--- config.mk ---
export PLATFORM = sky130hd
export DESIGN_NAME = fetch_decode_queue
export DESIGN_NICKNAME = d
export VERILOG_FILES = /design/src/rtl/fetch_decode_queue_pkg.sv /design/src/rtl/fetch_decode_queue_fq_pointer.sv /design/src/rtl/fetch_decode_queue.sv
export SDC_FILE = /design/constraint.sdc
export NUM_CORES = 1
export LEC_CHECK = 0
export ABC_AREA = 1
export BUFFER_PORTS_ARGS = -buffer_cell sky130_fd_sc_hd__clkbuf_2
export CORE_UTILIZATION = 45
export CTS_BUF_LIST = sky130_fd_sc_hd__clkbuf_8
export DETAILED_ROUTE_END_ITERATION = 12
export SYNTH_ARGS = -nofsm -noshare
export SYNTH_HDL_FRONTEND = slang
export SYNTH_SLANG_ARGS = --single-unit
--- constraint.sdc ---
create_clock -name CLK -period 9.3 [get_ports CLK]
set_input_delay 1.86 -clock CLK [delete_from_list [all_inputs] [get_ports CLK]]
set_output_delay 1.86 -clock CLK [all_outputs]
set_load 0.02 [all_outputs]
--- src/rtl/fetch_decode_queue_pkg.sv ---
// Shared definitions for the fetch/decode instruction queue.
// Entry layout and default queue depth.
package fetch_decode_queue_pkg;

  localparam int FQ_DEPTH = 4;

  typedef struct packed {
    logic [31:0] instr;
    logic [31:0] pc;
    logic [31:0] pc_plus_4;
  } fetch_entry_t;

endpackage

--- src/rtl/fetch_decode_queue_fq_pointer.sv ---
// Circular-buffer pointer with increment enable and load.
// Load wins over increment; wraps modulo 2**PW.
module fq_pointer
  import fetch_decode_queue_pkg::*;
#(
  parameter int PW = 3
) (
  input  logic          CLK,
  input  logic          RST,
  input  logic          inc,
  input  logic          load,
  input  logic [PW-1:0] load_val,
  output logic [PW-1:0] ptr
);

  // pointer register: load has priority over increment
  always_ff @(posedge CLK or negedge RST) begin
    if (!RST) begin
      ptr <= '0;
    end else if (load) begin
      ptr <= load_val;
    end else if (inc) begin
      ptr <= ptr + PW'(1);
    end
  end

endmodule

--- src/rtl/fetch_decode_queue.sv ---
// Fetch-to-decode instruction queue with valid/ready to decode.
// Optional zero-latency path when empty: FETCH_QUEUE_BYPASS_EN.
module fetch_decode_queue
  import fetch_decode_queue_pkg::*;
#(
  parameter int DEPTH = FQ_DEPTH
) (
  input  logic        CLK,
  input  logic        RST,
  input  logic [31:0] Instr_F,
  input  logic [31:0] PC_F,
  input  logic [31:0] PC_Plus_4_F,
  input  logic        Flush,
  input  logic        Ready_D,
  output logic        PC_En,
  output logic        Valid_D,
  output logic [31:0] Instr_D,
  output logic [31:0] PC_D,
  output logic [31:0] PC_Plus_4_D
);

  localparam int AW = $clog2(DEPTH);
  localparam int PW = AW + 1;

  logic [PW-1:0] wr_ptr;
  logic [PW-1:0] rd_ptr;
  fetch_entry_t  mem [DEPTH];
  fetch_entry_t  f_ent;
  fetch_entry_t  h_ent;
  logic          empty;
  logic          full;
  logic          enq;
  logic          deq;
  logic          byp;

  assign f_ent.instr     = Instr_F;
  assign f_ent.pc        = PC_F;
  assign f_ent.pc_plus_4 = PC_Plus_4_F;

  assign empty = (wr_ptr == rd_ptr);
  assign full  = (wr_ptr[AW-1:0] == rd_ptr[AW-1:0])
              && (wr_ptr[AW] != rd_ptr[AW]);

  assign PC_En = !full;

`ifdef FETCH_QUEUE_BYPASS_EN
  assign byp = empty && Ready_D && !Flush;
`else
  assign byp = 1'b0;
`endif

  assign enq = PC_En && !Flush && !byp;
  assign deq = !empty && Ready_D && !Flush;

  fq_pointer #(.PW(PW)) u_wr (
    .CLK      (CLK),
    .RST      (RST),
    .inc      (enq),
    .load     (1'b0),
    .load_val ('0),
    .ptr      (wr_ptr)
  );

  fq_pointer #(.PW(PW)) u_rd (
    .CLK      (CLK),
    .RST      (RST),
    .inc      (deq),
    .load     (Flush),
    .load_val (wr_ptr),
    .ptr      (rd_ptr)
  );

  // entry storage; contents are don't-care until written
  always_ff @(posedge CLK) begin
    if (enq) begin
      mem[wr_ptr[AW-1:0]] <= f_ent;
    end
  end

  // head selection: bypassed fetch data, stored head, or zeros
  always_comb begin
    h_ent   = '0;
    Valid_D = 1'b0;
    if (byp) begin
      h_ent   = f_ent;
      Valid_D = 1'b1;
    end else if (!empty) begin
      h_ent   = mem[rd_ptr[AW-1:0]];
      Valid_D = 1'b1;
    end
  end

  assign Instr_D     = h_ent.instr;
  assign PC_D        = h_ent.pc;
  assign PC_Plus_4_D = h_ent.pc_plus_4;

endmodule
==> summary.txt, run 1 <==
Logic synthesis
  – Synth top area share: 0.753
  – #FFs+latches synth: 390
  – Post-Syn Nets: 1300
  – Adder-cell share of the synthesized area: 0.00408
  – Synth area leader: edfxtp_1
  – Post-Syn Area: 15300 um^2
  – Largest family of logic cells by synthesized area: compound AO/OA/AOI/OAI gates
  – Syn avg cell area: 12.8 um^2
  – Distinct cells, synth: 19
  – Mux cell area share after synthesis: 0
  – Post-synth EDFFs: 384
  – Synth Area in Compound Gates: 0.103
  – Most common cell in the netlist: edfxtp_1
  – Synth area leaders: edfxtp_1 (75%), o21ai_0 (6.4%), nor2_1 (4.8%)
  – Post-Synth Simple-Gate Area: 0.0805
  – Seq/Total Area, Yosys: 0.762
  – Post-Syn Instances: 1195
  – Post-synth top flop: edfxtp_1
  – List of most frequent post-synthesis cells: edfxtp_1 (384), nor2_1 (196), o21ai_0 (195)
  – Async S/R FF share, synth: 0.0154
  – Syn. warnings: 0
  – Post-Synth XOR/XNOR Area: 0.00114

Floorplanning
  – I/O pins: 198
  – Die width: 187 um
  – Area of the die: 34800 um^2
  – Core area: 33500 um^2
  – Die height: 187 um
  – Num rows: 67
  – Initial Utilization: 0.457

Global routing
  – Vias in the first global route: 9406
  – Grt ovf: 0
  – Initial antenna violation count: 5
  – First-pass GRT wire length: 51600 um
  – Pin count of the biggest net entering global routing: 109
  – GRT Overall Usage: 0.189

STA
  – Final hold vios: 0
  – Relative slew slack: 0.189
  – Least-Margin Pin Slew: 1.22 ns
  – Tmin final: 5.52 ns
  – RSZ-0062 raised after global routing: no
  – Slew Viols, Final: 0
  – Total negative setup slack: 0 ns
  – Fmax: 0.181 GHz
  – Clk_skew: 0.0198 ns
  – Setup violations, final: 0
  – Fin crit share: 0.594

Clocking
  – Hold_buf cts: 0
  – Clock buffer depth: 3
  – TritonCTS clock tree: yes
  – Clock Latency Late Sink: 0.59 ns
  – CTS buffer count: 61
  – Number of post-CTS setup repair buffers: 0
  – Resized cells post-CTS: 0
  – Clock net sink count: 390
  – Clock-pin slew on the worst setup and hold paths: 0.06 ns
  – CTS root buffer: clkbuf_8
  – H-tree levels: 2

Worst setup path
  – Critical Path AT: 3.66 ns
  – Buf/Inv on CP: 4
  – Worst path required time: 7.44 ns
  – Slowest stage delay, CP: 0.87 ns
  – Critical Path, Cell by Cell: inv_6, buf_4, o21ai_0, o22ai_1, nand2_1, inv_1, clkbuf_2
  – Worst setup SP type: flip-flop
  – Cell family with most CP delay: buffers and inverters
  – CP Max Fanout: 108
  – CP max-delay cell: buf_4
  – Crit Path Category: reg -> out
  – Endpoint class of the critical path: output pin

Drt
  – DR vias/cell: 5.10
  – DR WL/cell: 17.4 um
  – Routed Antenna Nets: 0
  – Total vias in the final route: 9653
  – Post-route DRC: 0
  – Routed WL: 32900 um
  – DRT Pass-1 Iters: 5
  – DRT iter0 DRCs: 672

Pwr
  – Pwr dens: 351 nW/um^2
  – P_leak: 6.94 nW
  – Worst vdd ir: 0.205 mV
  – Pwr Total: 6.26 mW

Layout
  – Layout cells sized above 1: 0.217
  – Multi-input logic area: 2930 um^2
  – FF/Latch Area: 11700 um^2
  – Filler cells: 2962
  – Nets: 1501
  – P&R area growth vs syn: 16.2%

Run
  – Max-capacitance violation count: 0

Placement
  – I/O Buffers: 197
  – Gpl congestion: 0.755
  – Dpl hpwl: 17600 um

Status
  – Result of the run: finished clean

Worst hold path
  – Hold/Removal Path Class: reg -> reg
worst reg2reg max path, delay by kind of cell (launching register included):
family	cells	cell delay [ns]
flip-flops	1	0.61
buffers and inverters	2	1.31
AND/OR/NAND/NOR	5	1.67
state kept, by name (all words and copies together) (netlist names):
signal / count
mem: 384
u_rd.ptr: 3
u_wr.ptr: 3
power by group:
part           internal (mW)  switching, mW
clock                  0.683          0.620
sequential              2.33          0.113
combinational          0.695           1.81
per-layer routing:
layer / share of wire / up-vias / track usage / wire length (um)
met3: 0.070 / 53 / 0.0476 / 2290
met5: 0.00067 / - / 0 / 22
li1: - / 4647 / - / -
met4: 0.017 / 4 / 0.0492 / 571
met1: 0.45 / 4680 / 0.259 / 14900
met2: 0.46 / 269 / 0.303 / 15100
final timing paths:
kind	depth (start not counted)	to	slack (ns)	start
hold / removal	2	u_wr.ptr[0]	0.59	u_wr.ptr[0]
max in group asynchronous	1	u_rd.ptr[0]	8.00	RST
setup reg to reg	7	mem[3][82]	5.31	u_rd.ptr[1]
hold reg to reg	2	u_wr.ptr[0]	0.59	u_wr.ptr[0]
setup / recovery	7	PC_Plus_4_D[5]	3.78	u_rd.ptr[0]
min in group asynchronous	1	u_rd.ptr[1]	1.12	RST
through the flow:
stage | setup slack [ns] | cell area (um^2) | hold WS (ns) | instances | utilization
2_1_floorplan | 2.58 | 15300 | 0.512 | 1195 | -
3_3_place_gp | 4.41 | 16700 | 0.571 | 1781 | 0.498
3_5_place_dp | 4.35 | 16700 | 0.574 | 1781 | 0.498
4_1_cts | 3.72 | 17800 | 0.587 | 1889 | 0.531
5_1_grt | 3.45 | 17800 | 0.634 | 1889 | 0.531
6_report | 3.78 | 17800 | 0.587 | 1892 | 0.531
layout by cell type (no fill, tap or decap), types with 2 or more instances in the layout:
| cell | synthesis | layout |
|---|---|---|
| edfxtp_1 | 384 | 384 |
| clkbuf_2 | 1 | 197 |
| o21ai_0 | 195 | 195 |
| nor2_1 | 196 | 192 |
| nand2_1 | 122 | 122 |
| inv_1 | 90 | 109 |
| o22ai_1 | 96 | 96 |
| clkbuf_8 | 0 | 67 |
| inv_2 | 17 | 15 |
| buf_4 | 4 | 14 |
| clkinv_1 | 1 | 13 |
| clkinv_2 | 0 | 10 |
| nand3_1 | 6 | 6 |
| ha_1 | 5 | 5 |
| nor2_4 | 0 | 4 |
| dfrtp_1 | 6 | 4 |
| diode_2 | 0 | 3 |
| xnor2_1 | 2 | 2 |
| dfrtp_4 | 0 | 2 |
cells by family after synthesis:
kind of cell,count (synthesis)
XOR/XNOR,2
buffers and inverters,181
AO/OA/AOI/OAI,292
flip-flops,390
AND/OR/NAND/NOR,325
adder cells (fa/ha/maj),5
cell type report:
type	count	share of cell area
Tap cell	448	0.0315
Antenna cell	3	0.000422
Sequential cell	390	0.656
Clock inverter	41	0.0108
Multi-Input combinational cell	624	0.165
Timing Repair Buffer	211	0.0613
Clock buffer	67	0.0518
Inverter	108	0.0231
No activity file was read; power rests on OpenSTA's default activity.
==> run 2: changes to the inputs <==
ABC_AREA = 0   (was 1)
clock period = 5.3 ns   (was 9.3 ns; I/O delays follow)
==> run 2 against run 1 <==
Effect of this change:
- hold slack worse by 0.27 ns
- worst setup slack worse by 2.7 ns
- first-iteration DRC count shrank 42%
- register-to-register slack got worse by 3.3 ns
- critical path depth shrank 3
- non-clock buffer count unchanged
- cell count shrank 26%
- synthesized area shrank 1.6%
- via count decreased by 25%
- sequential power grew 84%
==> summary.txt, run 2 <==
Status
  – Result of the run: finished clean

Pwr
  – Sw Pwr: 4.23 mW
  – Combinational Power Share: 0.393
  – Internal: 7.24 mW
  – Switching share of total power: 0.369
  – Pwr dens: 646 nW/um^2
  – Flop pwr share: 0.393
  – Clock power share: 0.214
  – Worst vdd ir: 0.360 mV
  – P_leak: 6.24 nW

Layout
  – Filler cells: 2604
  – Nets: 1011
  – Layout cells sized above 1: 0.429
  – P&R area growth vs syn: 17.7%
  – Most frequent cells in the layout: edfxtp_1 (384), clkbuf_2 (197), mux4_2 (96)
  – Largest register FFs: 384
  – Commonest non-fill, non-tap cell in the layout: edfxtp_1

STA
  – Fin crit share: 0.791
  – Clk_skew: 0.0192 ns
  – Setup violations, final: 0
  – Tmin final: 4.19 ns
  – Least-Margin Pin Slew: 0.940 ns
  – Relative slew slack: 0.373
  – RSZ-0062 raised after global routing: no
  – Slew Viols, Final: 0
  – Total negative setup slack: 0 ns
  – Fmax: 0.238 GHz
  – Final hold vios: 0
  – Worst Setup Slack, final: 1.11 ns

Floorplanning
  – Num rows: 66
  – Die width: 185 um
  – Area of the die: 34200 um^2
  – Die height: 185 um
  – I/O pins: 198
  – Initial Utilization: 0.460
  – Core area: 32800 um^2

Clocking
  – Clock buffer depth: 3
  – Hold_buf cts: 0
  – CTS root buffer: clkbuf_8
  – Number of post-CTS setup repair buffers: 0
  – Resized cells post-CTS: 0
  – Clock-pin slew on the worst setup and hold paths: 0.06 ns
  – CTS buffer count: 66
  – Clock net sink count: 390
  – TritonCTS clock tree: yes
  – Clock Latency Late Sink: 0.57 ns
  – H-tree levels: 3

Run
  – Max-capacitance violation count: 0

Worst setup path
  – Critical Path, Cell by Cell: buf_4, mux4_2, nor2b_1, clkbuf_2
  – R2R cell count: 4
  – Worst path required time: 4.24 ns
  – Crit Path Category: reg -> out
  – Worst setup SP type: flip-flop
  – Critical Path AT: 3.13 ns
  – Worst r2r src: u_rd.ptr[1]
  – CP max-delay cell: dfrtp_4
  – CP Max Fanout: 52
  – Endpoint class of the critical path: output pin
  – R2R setup slack: 2.01 ns
  – Slowest stage delay, CP: 0.96 ns
  – CP Launch Point: u_rd.ptr[1]

Global routing
  – Vias in the first global route: 8115
  – Grt ovf: 0
  – GRT Overall Usage: 0.183
  – Initial antenna violation count: 2
  – First-pass GRT wire length: 46300 um
  – Pin count of the biggest net entering global routing: 57

Logic synthesis
  – Post-synth top flop: edfxtp_1
  – Most common cell in the netlist: edfxtp_1
  – Post-synth EDFFs: 384
  – Post-Syn Nets: 766
  – Distinct cells, synth: 28
  – Syn avg cell area: 22.8 um^2
  – Seq/Total Area, Yosys: 0.775
  – List of most frequent post-synthesis cells: edfxtp_1 (384), mux4_2 (96), nor2b_1 (89)
  – Async S/R FF share, synth: 0.0154
  – #FFs+latches synth: 390
  – Synth area leader: edfxtp_1
  – Synth area leaders: edfxtp_1 (76%), mux4_2 (14%), nor2b_1 (3.7%)
  – Synth top area share: 0.765
  – Post-Syn Area: 15100 um^2
  – Syn. warnings: 0
  – Post-Syn Instances: 661

Placement
  – Gpl congestion: 0.732
  – I/O Buffers: 197
  – Post-Place Worst Slack: 1.60 ns
  – Dpl hpwl: 17700 um

Worst hold path
  – Hold/Removal Path Class: in -> async

Drt
  – DR vias/cell: 5.20
  – DR WL/cell: 21.6 um
  – Routed WL: 30200 um
  – Routed Antenna Nets: 0
  – DRT Pass-1 Iters: 5
  – Total vias in the final route: 7268
  – Post-route DRC: 0
  – DRT iter0 DRCs: 391
run 2: stage by stage:
step | std cells | instance area (um^2) | power [mW] | utilization | hold slack (ns)
final | 1398 | 17800 | 11.5 | 0.541 | 0.317
after global routing | 1397 | 17700 | 12.1 | 0.541 | 0.297
after CTS | 1397 | 17700 | 11.7 | 0.541 | 0.293
after detailed placement | 1280 | 16500 | 9.17 | 0.505 | 0.624
after global placement | 1280 | 16500 | 9.10 | 0.505 | 0.583
after floorplan | 661 | 15100 | 7.70 | - | 0.552
run 2: logic make-up after synthesis:
family / after synthesis / share of synthesized area
DFF: 390 / 0.775
AOI/OAI and AO/OA: 9 / 0.00523
adders and majority gates: 5 / 0.00415
buffers and inverters: 40 / 0.0150
muxes: 97 / 0.144
xor gates and xnor gates: 8 / 0.00515
and+or+nand+nor: 112 / 0.0515
run 2: per-layer routing:
layer  up-vias  part of all wire  track usage
met3        47             0.087       0.0574
met4         0             0.016       0.0585
met5         -                 0            0
li1       3212                 -            -
met2       270              0.50        0.302
met1      3739              0.40        0.232
run 2: final timing paths:
path,end
max in group asynchronous,u_rd.ptr[1]
worst min-delay path,u_wr.ptr[0]
worst min register to register,u_wr.ptr[2]
min in group CLK,u_wr.ptr[2]
worst max-delay path,PC_D[11]
worst max register to register,mem[0][52]
run 2: cell type report:
class | instances | area, um^2 | area share
antenna | 1 | 2.50 | 0.000141
inverter | 6 | 22.5 | 0.00127
sequential | 390 | 11700 | 0.658
clock inverter | 49 | 270 | 0.0152
tap | 442 | 553 | 0.0312
multi-input combinational | 231 | 3190 | 0.180
clock buffer | 68 | 936 | 0.0527
timing repair buffer | 211 | 1090 | 0.0615
run 2: power groups by stage:
stage          registers (mW)  clock network [mW]  logic [mW]
6_report                 4.51                2.46        4.50
5_1_grt                  4.58                2.68        4.86
4_1_cts                  4.53                2.53        4.61
3_5_place_dp             4.59                   0        4.59
3_3_place_gp             4.53                   0        4.56
2_1_floorplan            4.40                   0        3.30
run 2: critical path, delay by kind of cell (launching register included):
family / cells / cell delay (ns)
buffers and inverters: 2 / 0.96
AND/OR/NAND/NOR: 1 / 0.24
flip-flops: 1 / 0.96
multiplexers: 1 / 0.33
